## src/rtl/noc_router_pkg.sv

```systemverilog
// Shared types and constants for the mesh router input path.
package noc_router_pkg;

  localparam int unsigned FLIT_TYPE_W = 2;

  // TTL field location inside a head flit
  localparam int unsigned TTL_LSB = 8;
  localparam int unsigned TTL_MSB = 19;

  typedef enum logic [1:0] {
    BODY     = 2'b00,
    HEAD     = 2'b01,
    TAIL     = 2'b10,
    HEADTAIL = 2'b11
  } flit_type_e;

  typedef enum logic [2:0] {
    IPC_IDLE    = 3'd0,
    IPC_DECODE  = 3'd1,
    IPC_ALLOC   = 3'd2,
    IPC_FORWARD = 3'd3,
    IPC_DROP    = 3'd4
  } ipc_state_e;

  // Flit opens a packet
  function automatic logic is_head_type(input logic [FLIT_TYPE_W-1:0] t);
    return (t == HEAD) || (t == HEADTAIL);
  endfunction

  // Flit closes a packet
  function automatic logic is_tail_type(input logic [FLIT_TYPE_W-1:0] t);
    return (t == TAIL) || (t == HEADTAIL);
  endfunction

endpackage

```

## src/rtl/flit_fifo.sv

```systemverilog
// Circular flit buffer with registered full/empty; read data is the head entry.
module flit_fifo #(
  parameter int unsigned WIDTH = 34,
  parameter int unsigned DEPTH = 4
) (
  input  logic             clk,
  input  logic             rst_ni,
  input  logic             push_i,
  input  logic [WIDTH-1:0] wdata_i,
  input  logic             pop_i,
  output logic [WIDTH-1:0] rdata_c,
  output logic             empty_o,
  output logic             full_next_c
);

  localparam int unsigned PTR_W = (DEPTH > 1) ? $clog2(DEPTH) : 1;
  localparam int unsigned CNT_W = PTR_W + 1;

  logic [WIDTH-1:0] mem_q [DEPTH];
  logic [PTR_W-1:0] wr_ptr_q, wr_ptr_d;
  logic [PTR_W-1:0] rd_ptr_q, rd_ptr_d;
  logic [CNT_W-1:0] count_q, count_d;
  logic             full_q, full_d;
  logic             empty_q, empty_d;
  logic             push_ok, pop_ok;

  // Pointer and occupancy update; push ignored when full, pop ignored when empty
  always_comb begin
    push_ok  = push_i & ~full_q;
    pop_ok   = pop_i & ~empty_q;
    wr_ptr_d = wr_ptr_q;
    rd_ptr_d = rd_ptr_q;
    count_d  = count_q;
    if (push_ok) wr_ptr_d = wr_ptr_q + PTR_W'(1);
    if (pop_ok)  rd_ptr_d = rd_ptr_q + PTR_W'(1);
    case ({push_ok, pop_ok})
      2'b10:   count_d = count_q + CNT_W'(1);
      2'b01:   count_d = count_q - CNT_W'(1);
      default: count_d = count_q;
    endcase
    full_d  = (count_d == CNT_W'(DEPTH));
    empty_d = (count_d == '0);
  end

  // Control state
  always_ff @(posedge clk) begin
    if (!rst_ni) begin
      wr_ptr_q <= '0;
      rd_ptr_q <= '0;
      count_q  <= '0;
      full_q   <= 1'b0;
      empty_q  <= 1'b1;
    end else begin
      wr_ptr_q <= wr_ptr_d;
      rd_ptr_q <= rd_ptr_d;
      count_q  <= count_d;
      full_q   <= full_d;
      empty_q  <= empty_d;
    end
  end

  // Storage; contents are don't-care while empty
  always_ff @(posedge clk) begin
    if (push_ok) mem_q[wr_ptr_q] <= wdata_i;
  end

  assign rdata_c     = mem_q[rd_ptr_q];
  assign empty_o     = empty_q;
  assign full_next_c = full_d;

endmodule

```

## src/rtl/input_port_controller.sv

```systemverilog
// Router input port: buffers flits, drives head decode, requests the output
// port and streams the packet to the crossbar, or discards dropped packets.
// Optional INPUT_PORT_STATS_EN adds drop_count/stray_count saturating counters.
module input_port_controller
  import noc_router_pkg::*;
#(
  parameter int unsigned DATA_WIDTH    = 32,
  parameter int unsigned REQUEST_WIDTH = 3,
  parameter int unsigned FIFO_DEPTH    = 4
) (
  input  logic                     clk,
  input  logic                     rst,
  input  logic [DATA_WIDTH-1:0]    in_data,
  input  logic [1:0]               in_type,
  input  logic                     in_valid,
  output logic                     in_ready,
  output logic                     decodeHeadFlit,
  output logic [DATA_WIDTH-1:0]    HeadFlit,
  input  logic                     headFlitDecoded,
  input  logic [REQUEST_WIDTH-1:0] RequestMessage,
  input  logic                     dropPacket,
  input  logic                     updateHeadFlit,
  input  logic [DATA_WIDTH-1:0]    newHeadFlit,
  output logic [REQUEST_WIDTH-1:0] out_request,
  output logic                     out_request_valid,
  input  logic                     out_grant,
  output logic [DATA_WIDTH-1:0]    out_data,
  output logic [1:0]               out_type,
  output logic                     out_valid,
  input  logic                     out_ready
`ifdef INPUT_PORT_STATS_EN
  ,
  output logic [15:0]              drop_count,
  output logic [15:0]              stray_count
`endif
);

  localparam int unsigned ENTRY_W = DATA_WIDTH + FLIT_TYPE_W;

  localparam logic [2:0] ST_IDLE    = IPC_IDLE;
  localparam logic [2:0] ST_DECODE  = IPC_DECODE;
  localparam logic [2:0] ST_ALLOC   = IPC_ALLOC;
  localparam logic [2:0] ST_FORWARD = IPC_FORWARD;
  localparam logic [2:0] ST_DROP    = IPC_DROP;

  // Reject configurations that cannot hold the TTL field or wrap the pointers
  if (DATA_WIDTH < TTL_MSB + 1 || TTL_MSB < TTL_LSB) begin : g_bad_width
    $error("input_port_controller: DATA_WIDTH too narrow for TTL field");
  end
  if (FIFO_DEPTH < 2 || (FIFO_DEPTH & (FIFO_DEPTH - 1)) != 0) begin : g_bad_depth
    $error("input_port_controller: FIFO_DEPTH must be a power of 2 and >= 2");
  end

  logic [2:0]               state_q, state_d;
  logic [REQUEST_WIDTH-1:0] req_q, req_d;
  logic [DATA_WIDTH-1:0]    head_q, head_d;
  logic                     first_q, first_d;
  logic                     in_ready_q;

  logic                     fifo_push;
  logic                     fifo_pop;
  logic [ENTRY_W-1:0]       fifo_rdata;
  logic                     fifo_empty;
  logic                     fifo_full_next;
  logic [1:0]               head_type;
  logic [DATA_WIDTH-1:0]    head_data;

  assign fifo_push = in_valid & in_ready_q;
  assign head_type = fifo_rdata[ENTRY_W-1 -: FLIT_TYPE_W];
  assign head_data = fifo_rdata[DATA_WIDTH-1:0];

  flit_fifo #(
    .WIDTH (ENTRY_W),
    .DEPTH (FIFO_DEPTH)
  ) u_fifo (
    .clk         (clk),
    .rst_ni      (rst),
    .push_i      (fifo_push),
    .wdata_i     ({in_type, in_data}),
    .pop_i       (fifo_pop),
    .rdata_c     (fifo_rdata),
    .empty_o     (fifo_empty),
    .full_next_c (fifo_full_next)
  );

  // Packet FSM: next state, route/head latching, FIFO pop and port outputs
  always_comb begin
    state_d           = state_q;
    req_d             = req_q;
    head_d            = head_q;
    first_d           = first_q;
    fifo_pop          = 1'b0;
    decodeHeadFlit    = 1'b0;
    HeadFlit          = '0;
    out_request_valid = 1'b0;
    out_valid         = 1'b0;
    out_data          = '0;
    out_type          = '0;

    case (state_q)
      ST_IDLE: begin
        if (!fifo_empty) begin
          if (is_head_type(head_type)) state_d  = ST_DECODE;
          else                         fifo_pop = 1'b1;
        end
      end

      ST_DECODE: begin
        decodeHeadFlit = 1'b1;
        HeadFlit       = head_data;
        if (headFlitDecoded) begin
          if (dropPacket) begin
            state_d = ST_DROP;
          end else begin
            req_d   = RequestMessage;
            head_d  = updateHeadFlit ? newHeadFlit : head_data;
            state_d = ST_ALLOC;
          end
        end
      end

      ST_ALLOC: begin
        out_request_valid = 1'b1;
        if (out_grant) begin
          state_d = ST_FORWARD;
          first_d = 1'b1;
        end
      end

      ST_FORWARD: begin
        if (!fifo_empty) begin
          out_valid = 1'b1;
          out_data  = first_q ? head_q : head_data;
          out_type  = head_type;
          if (out_ready) begin
            fifo_pop = 1'b1;
            first_d  = 1'b0;
            if (is_tail_type(head_type)) state_d = ST_IDLE;
          end
        end
      end

      ST_DROP: begin
        if (!fifo_empty) begin
          fifo_pop = 1'b1;
          if (is_tail_type(head_type)) state_d = ST_IDLE;
        end
      end

      default: state_d = ST_IDLE;
    endcase
  end

  // FSM and packet context registers; in_ready tracks the FIFO's next full flag
  always_ff @(posedge clk) begin
    if (!rst) begin
      state_q    <= ST_IDLE;
      req_q      <= '0;
      head_q     <= '0;
      first_q    <= 1'b0;
      in_ready_q <= 1'b0;
    end else begin
      state_q    <= state_d;
      req_q      <= req_d;
      head_q     <= head_d;
      first_q    <= first_d;
      in_ready_q <= ~fifo_full_next;
    end
  end

  assign in_ready    = in_ready_q;
  assign out_request = req_q;

`ifdef INPUT_PORT_STATS_EN
  logic [15:0] drop_cnt_q;
  logic [15:0] stray_cnt_q;
  logic        drop_evt;
  logic        stray_evt;

  assign drop_evt  = (state_q == ST_DROP) && (state_d == ST_IDLE);
  assign stray_evt = (state_q == ST_IDLE) && fifo_pop;

  // Saturating event counters for discarded packets and stray flits
  always_ff @(posedge clk) begin
    if (!rst) begin
      drop_cnt_q  <= '0;
      stray_cnt_q <= '0;
    end else begin
      if (drop_evt && (drop_cnt_q != 16'hFFFF))   drop_cnt_q  <= drop_cnt_q + 16'd1;
      if (stray_evt && (stray_cnt_q != 16'hFFFF)) stray_cnt_q <= stray_cnt_q + 16'd1;
    end
  end

  assign drop_count  = drop_cnt_q;
  assign stray_count = stray_cnt_q;
`endif

endmodule

```

## config.mk

```make
export PLATFORM = sky130hd
export DESIGN_NAME = input_port_controller
export DESIGN_NICKNAME = d
export VERILOG_FILES = /design/src/rtl/noc_router_pkg.sv /design/src/rtl/flit_fifo.sv /design/src/rtl/input_port_controller.sv
export SDC_FILE = /design/constraint.sdc
export NUM_CORES = 1
export LEC_CHECK = 0
export CORE_ASPECT_RATIO = 0.75
export CORE_UTILIZATION = 39
export CTS_CLUSTER_DIAMETER = 120
export DETAILED_ROUTE_END_ITERATION = 8
export DONT_BUFFER_PORTS = 1
export HOLD_SLACK_MARGIN = 0.1
export RECOVER_POWER = 100
export SKIP_LAST_GASP = 1
export SLEW_MARGIN = 15
export SYNTH_ARGS = -nofsm -noshare
export SYNTH_HDL_FRONTEND = slang
export SYNTH_SLANG_ARGS = --single-unit
```

## constraint.sdc

```tcl
create_clock -name clk -period 8.2 [get_ports clk]
set_clock_uncertainty 0.05 [all_clocks]
set_input_delay 2.46 -clock clk [delete_from_list [all_inputs] [get_ports clk]]
set_output_delay 2.46 -clock clk [all_outputs]
set_load 0.05 [all_outputs]
```

==> results.tsv, run 1 <==
stage	metric	value	unit
drt	Routed Antenna Nets	0	
yosys	syn avg cell area	14.5	um2
yosys	top post-synthesis cells by area	edfxtp_1 (51%), dfxtp_1 (13%), mux4_2 (9.6%)	
floorplan	starting density of the core	0.404	
grt	GRT overflow	0	
grt	first-pass GRT wire length	26.7	mm
sta	slew margin rel.	-0.863	
status	run status	finished, violations left	
yosys	Yosys cell types	40	
yosys	Synth Area in Compound Gates	0.0586	
yosys	Synthesized Nets	631	
cts	H-tree lvl count	4	
cts	clock sinks	187	
yosys	Post-synth EDFFs	136	
sta	Worst Tran Pin Value	2.79	ns
cts	post-CTS setup buffers	0	
cts	CTS tree	built	
yosys	simple-gate share of the synthesized area	0.0759	
grt	largest net degree at the start of global routing	68	
cts	Longest Clk Path Bufs	2	
yosys	top cells by count, synth	edfxtp_1 (136), mux2i_1 (69), dfxtp_1 (51), nor2_1 (43), and2_1 (40)	
floorplan	Die W	167	um
sta	fin crit share	0.798	
sta	unrepaired setup endpoints after global routing	false	
drt	Iteration-0 DRC Markers	345	
power_and_ir_drop	Pleak	2.82	nW
yosys	xor/xnor cell area share of the yosys netlist	0.00441	
placed_design	GP Congestion	0.762	
placed_design	Port Buffers	0	
yosys	largest family of logic cells by synthesized area	multiplexers	
finish	Net count, final	614	
setup_path	crit path to	HeadFlit[18]	
sta	Final Setup Violations	0	
setup_path	worst stage delay on the critical path	1.30	ns
drt	final WL	17.6	mm
grt	GRT Total Usage	0.174	
drt	wire length per cell	22.1	um
setup_path	r2r endpoint	head_q[19]	
floorplan	die area	0.0210	mm2
placed_design	Post-DP Area	0.00814	mm2
cts	Reg clk slew, reported paths	0.06	ns
drt	drt drc	0	
power_and_ir_drop	PD cells	306	mW/mm2
grt	vias in the first global route	4585	
drt	TritonRoute pass-1 iters	5	
yosys	flops & latches, synth	187	
sta	Fmax achieved	153	MHz
floorplan	Die Y	126	um
min_path	HP Class	flip-flop to flip-flop	
setup_path	R2R Path Start	state_q[0]	
yosys	post-synth top area share	0.514	
setup_path	critical-path maximum fanout	26	
yosys	Cell Area, Synth	0.00795	mm2
setup_path	Crit path max-delay family	simple AND/OR/NAND/NOR gates	
setup_path	Critical Path, Cell by Cell	nor3b_1 > clkbuf_1 > and2_0	
status	failing checks	max-capacitance violations, max-slew violations	
yosys	Synth Flop Type	edfxtp_1	
finish	share of layout cells above drive strength 1	0.121	
finish	design area	0.00864	mm2
power_and_ir_drop	VDD IR max	130	uV
sta	Final Hold Fails	0	
finish	FILL cells	1740	
yosys	Seq/Total Area, Yosys	0.642	
setup_path	FF-to-FF path depth	4	
yosys	most common cell in the netlist	edfxtp_1	
setup_path	critical path type	flip-flop to output port	
drt	DR vias/cell	5.59	
setup_path	WP buf/inv	1	
setup_path	CP endpoint kind	output port	
drt	vias	4458	
floorplan	FP Rows	44	
sta	Slew Limit Fails	234	
yosys	Synth Warn #	0	
grt	initial antenna violation count	0	
yosys	Syn Inst Count	548	
setup_path	required time of the worst setup path	5.69	ns
cts	clk_lat worst skew	0.43	ns
finish	Multi-input gate area	0.00263	mm2
yosys	mux share of post-synthesis cell area	0.183	
cts	post_cts resized	0	
setup_path	setup slack, reg-to-reg	4.10	ns
sta	minimum clock period	6.55	ns
placed_design	DP Wirelength	11.1	mm
setup_path	Critical Path AT	4.04	ns
sta	setup TNS	0	ns
setup_path	Critical Path Source Type	flip-flop	
cts	CTS Buf Count	17	
cts	hold_buf cts	0	
yosys	area leader, netlist	edfxtp_1	
finish	Seq. cell area	0.00511	mm2
cts	CTS root buf	clkbuf_16	
yosys	fraction of registers with async set/reset	0	
setup_path	CP Depth	3	
floorplan	CORE AREA	0.0197	mm2
yosys	Post-Synth Adder-Cell Area	0.0104	
floorplan	IO Count	150	
setup_path	Critical Path Slowest Stage Cell	clkbuf_1	
finish	Layout area overhead	8.69	%
setup_path	crit path from	state_q[0]	
run	# Max-Cap Violations	6	
[per-stage QoR]
| step | utilization | power [W] | cells | hold slack, ns | setup slack [ns] |
|---|---|---|---|---|---|
| floorplan | - | 0.00180 | 548 | 0.399 | 3.59 |
| global placement | 0.414 | 0.00191 | 765 | 0.402 | 3.27 |
| detailed placement | 0.414 | 0.00194 | 765 | 0.423 | 3.18 |
| CTS | 0.441 | 0.00267 | 797 | 0.431 | 2.69 |
| global route | 0.439 | 0.00276 | 797 | 0.470 | 1.31 |
| finish | 0.440 | 0.00264 | 798 | 0.425 | 1.65 |
[final cells by class]
| type | count | area share |
|---|---|---|
| diodes | 1 | 0.000290 |
| clock buffers | 19 | 0.0513 |
| clock inverters | 13 | 0.00913 |
| inverters | 12 | 0.00521 |
| multi-input cells | 311 | 0.305 |
| flip-flops and latches | 187 | 0.592 |
| well taps | 253 | 0.0366 |
| repair buffers | 2 | 0.00130 |
[per-layer routing]
layer,share of wire,GRT usage
met1,0.41,0.213
met2,0.48,0.282
met3,0.093,0.0632
met4,0.015,0.0654
met5,0,0
[flip-flops by register name (all words and copies together) (netlist names), named ones only]
signal	cells
u_fifo.mem_q	136
u_fifo.wr_ptr_q	2
u_fifo.full_q	1
u_fifo.count_q	3
first_q	1
state_q	3
head_q	32
out_request	3
u_fifo.empty_o	1
u_fifo.rd_ptr_q	2
in_ready	1
[worst min-delay path, stage by stage, from the launching register on]
cell	delay (ns)
dfxtp_1	0.30
nand2_1	0.05
mux2i_1	0.07
[cells in the final DEF (no fill, tap or decap), drive strengths merged]
cell / instances
a2111oi: 2
a211oi: 2
a21oi: 37
a311o: 2
a31oi: 1
and2: 40
and3: 3
and3b: 1
buf: 1
clkbuf: 20
clkinv: 12
clkinvlp: 2
dfxtp: 51
diode: 1
edfxtp: 136
fa: 1
ha: 5
inv: 11
mux2i: 69
mux4: 34
nand2: 11
nand2b: 5
nand3: 2
nand3b: 3
nand4b: 1
nor2: 43
nor2b: 2
nor3b: 1
nor4: 1
o21a: 1
o21ai: 34
o21bai: 1
o311a: 1
o31ai: 1
or2: 2
or3: 1
xnor2: 1
xor2: 3
[worst min-delay path by stage]
stage / from / endpoint / slack [ns] / cells after the start
4_1_cts: u_fifo.rd_ptr_q[1] / flip-flop / 0.43 / 2
6_report: u_fifo.rd_ptr_q[1] / flip-flop / 0.42 / 2
3_3_place_gp: u_fifo.rd_ptr_q[1] / flip-flop / 0.40 / 2
2_1_floorplan: u_fifo.rd_ptr_q[1] / flip-flop / 0.40 / 2
3_5_place_dp: u_fifo.rd_ptr_q[1] / flip-flop / 0.42 / 2
5_1_grt: u_fifo.rd_ptr_q[1] / flip-flop / 0.47 / 2
[power by group]
| part | leakage (nW) | internal (W) | switching (W) |
|---|---|---|---|
| Combinational | 0.914 | 0.000227 | 0.000452 |
| Clock | 0.250 | 0.000391 | 0.000343 |
| Sequential | 1.66 | 0.00115 | 0.0000767 |
| Total | 2.82 | 0.00177 | 0.000872 |
[kinds of logic after synthesis]
logic type / count (synthesis)
DFF: 187
and+or+nand+nor: 116
muxes: 103
AOI/OAI and AO/OA: 82
buffers and inverters: 50
adders and majority gates: 6
xor gates and xnor gates: 4
(Power assumes the default switching activity.)
==> inputs of run 2 (changes only) <==
clock period = 6.19 ns   (was 8.2 ns; I/O delays follow)
==> run 2 against run 1 <==
  * The flow still finishes with violations (max-capacitance violations, max-slew violations)
  * Core utilization up 0.48 points
  * Cell count is the same
  * Critical path depth unchanged
  * Via count down 1.3%
  * Critical path type unchanged
  * Critical endpoint is now HeadFlit[15]
==> results.tsv, run 2 (synthesized netlist as in run 1, its figures left out) <==
stage	metric	value	unit
drt	wire length per cell	22.1	um
sta	fin crit share	0.858	
cts	clk_lat worst skew	0.43	ns
sta	minimum clock period	5.31	ns
cts	CTS Buf Count	17	
setup_path	critical-path maximum fanout	25	
setup_path	FF-to-FF path depth	11	
drt	final WL	17.7	mm
status	run status	finished, violations left	
grt	vias in the first global route	4629	
floorplan	starting density of the core	0.404	
cts	CTS tree	built	
finish	share of layout cells above drive strength 1	0.128	
setup_path	setup slack, reg-to-reg	1.88	ns
floorplan	Die Y	126	um
finish	Net count, final	615	
drt	DR vias/cell	5.52	
cts	CTS root buf	clkbuf_16	
drt	Routed Antenna Nets	0	
placed_design	GP Congestion	0.729	
run	# Max-Cap Violations	6	
sta	Fmax achieved	188	MHz
finish	most common cell after layout, fill and taps aside	edfxtp_1	
finish	max FFs per register	136	
power_and_ir_drop	PD cells	420	mW/mm2
floorplan	IO Count	150	
finish	top flop regs	u_fifo.mem_q: 136 flops, head_q: 32 flops	
placed_design	Port Buffers	0	
sta	Slew Limit Fails	243	
sta	Final Hold Fails	0	
drt	drt drc	0	
finish	FILL cells	1726	
power_and_ir_drop	VDD IR max	214	uV
grt	GRT overflow	0	
sta	Worst Tran Pin Value	2.80	ns
cts	hold_buf cts	0	
floorplan	CORE AREA	0.0197	mm2
floorplan	Die W	167	um
min_path	WHS Path Cells	2	
sta	unrepaired setup endpoints after global routing	false	
cts	H-tree lvl count	4	
min_path	hold wc startpoint	u_fifo.rd_ptr_q[1]	
setup_path	CP endpoint kind	output port	
grt	largest net degree at the start of global routing	68	
grt	first-pass GRT wire length	27.3	mm
grt	GRT Total Usage	0.177	
sta	slew margin rel.	-0.867	
grt	initial antenna violation count	0	
status	failing checks	max-capacitance violations, max-slew violations	
sta	Final Setup Violations	0	
floorplan	die area	0.0210	mm2
min_path	Hold EP	u_fifo.rd_ptr_q[1]	
drt	vias	4401	
cts	Reg clk slew, reported paths	0.07	ns
cts	clock sinks	187	
drt	Iteration-0 DRC Markers	345	
drt	TritonRoute pass-1 iters	4	
min_path	HP Class	flip-flop to flip-flop	
power_and_ir_drop	total chip power	0.00367	W
finish	Diodes inserted	0	
finish	commonest non-fill, non-tap cells in the layout	edfxtp_1 (136), mux2i_1 (69), dfxtp_1 (49), nor2_1 (43), a21oi_1 (37)	
setup_path	required time of the worst setup path	4.28	ns
floorplan	FP Rows	44	
setup_path	r2r endpoint	in_ready	
finish	Layout area overhead	9.87	%
placed_design	DP Wirelength	11.0	mm
sta	setup TNS	0	ns
setup_path	Critical Path Source Type	flip-flop	
cts	Longest Clk Path Bufs	2	
setup_path	critical path type	flip-flop to output port	
finish	Largest Register	u_fifo.mem_q	
setup_path	Critical Path AT	3.40	ns
cts	post-CTS setup buffers	0	
cts	post_cts resized	0	
power_and_ir_drop	Pleak	2.89	nW
## run 2: changes by cell type in the layout (fill, tap and decap cells not counted)
cell | before | now
a211oi_1 | 1 | 2
a211oi_4 | 1 | 0
and2_0 | 37 | 16
and2_1 | 3 | 24
buf_4 | 1 | 2
bufinv_16 | 0 | 4
clkbuf_2 | 0 | 1
clkbuf_8 | 1 | 0
clkinv_1 | 6 | 2
clkinv_2 | 2 | 1
clkinv_4 | 4 | 3
clkinvlp_4 | 2 | 1
diode_2 | 1 | 0
inv_6 | 0 | 3
## run 2: area by class of cell
type | count | area, um2 | share of cell area
clock inverter | 13 | 189 | 0.0216
inverter | 12 | 45.0 | 0.00516
timing repair buffer | 3 | 20.0 | 0.00229
sequential | 187 | 5110 | 0.585
multi-input combinational | 311 | 2620 | 0.300
tap | 253 | 317 | 0.0363
clock buffer | 19 | 433 | 0.0496
## run 2: power breakdown
part	switching, W	internal [W]
Combinational	0.000577	0.000303
Sequential	0.000113	0.00153
Clock	0.000468	0.000680
## run 2: worst max path at each step
stage                          start           end  slack, ns  depth (start not counted)
after floorplan           state_q[1]   out_data[0]       2.18                          6
after global placement    state_q[1]   out_type[0]       1.86                          4
after detailed placement  state_q[1]   out_type[0]       1.75                          4
after CTS                 state_q[1]   out_type[0]       1.28                          4
after global routing      state_q[0]  HeadFlit[21]       0.62                          3
final                     state_q[0]  HeadFlit[15]       0.88                          3
## run 2: metal layers
layer	vias to the layer above	share of wire	global-route usage
met2	145	0.47	0.285
met1	2226	0.44	0.223
li1	2018	-	-
met4	0	0.0092	0.0501
met5	-	0	0
met3	12	0.082	0.0682
## run 2: per-stage QoR
step	setup WS (ns)	util	cells	area (um2)	hold slack, ns
2_1_floorplan	2.18	-	548	7950	0.399
4_1_cts	1.28	0.446	798	8770	0.432
3_3_place_gp	1.86	0.415	766	8150	0.403
6_report	0.879	0.444	798	8730	0.448
5_1_grt	0.617	0.444	798	8730	0.462
3_5_place_dp	1.75	0.415	766	8150	0.418
## run 2: critical path, cell delays in order, from the launching register on
cell and delay, ns:
dfxtp_1 0.52, nor3b_1 1.11, clkbuf_2 0.77, and2_1 0.56
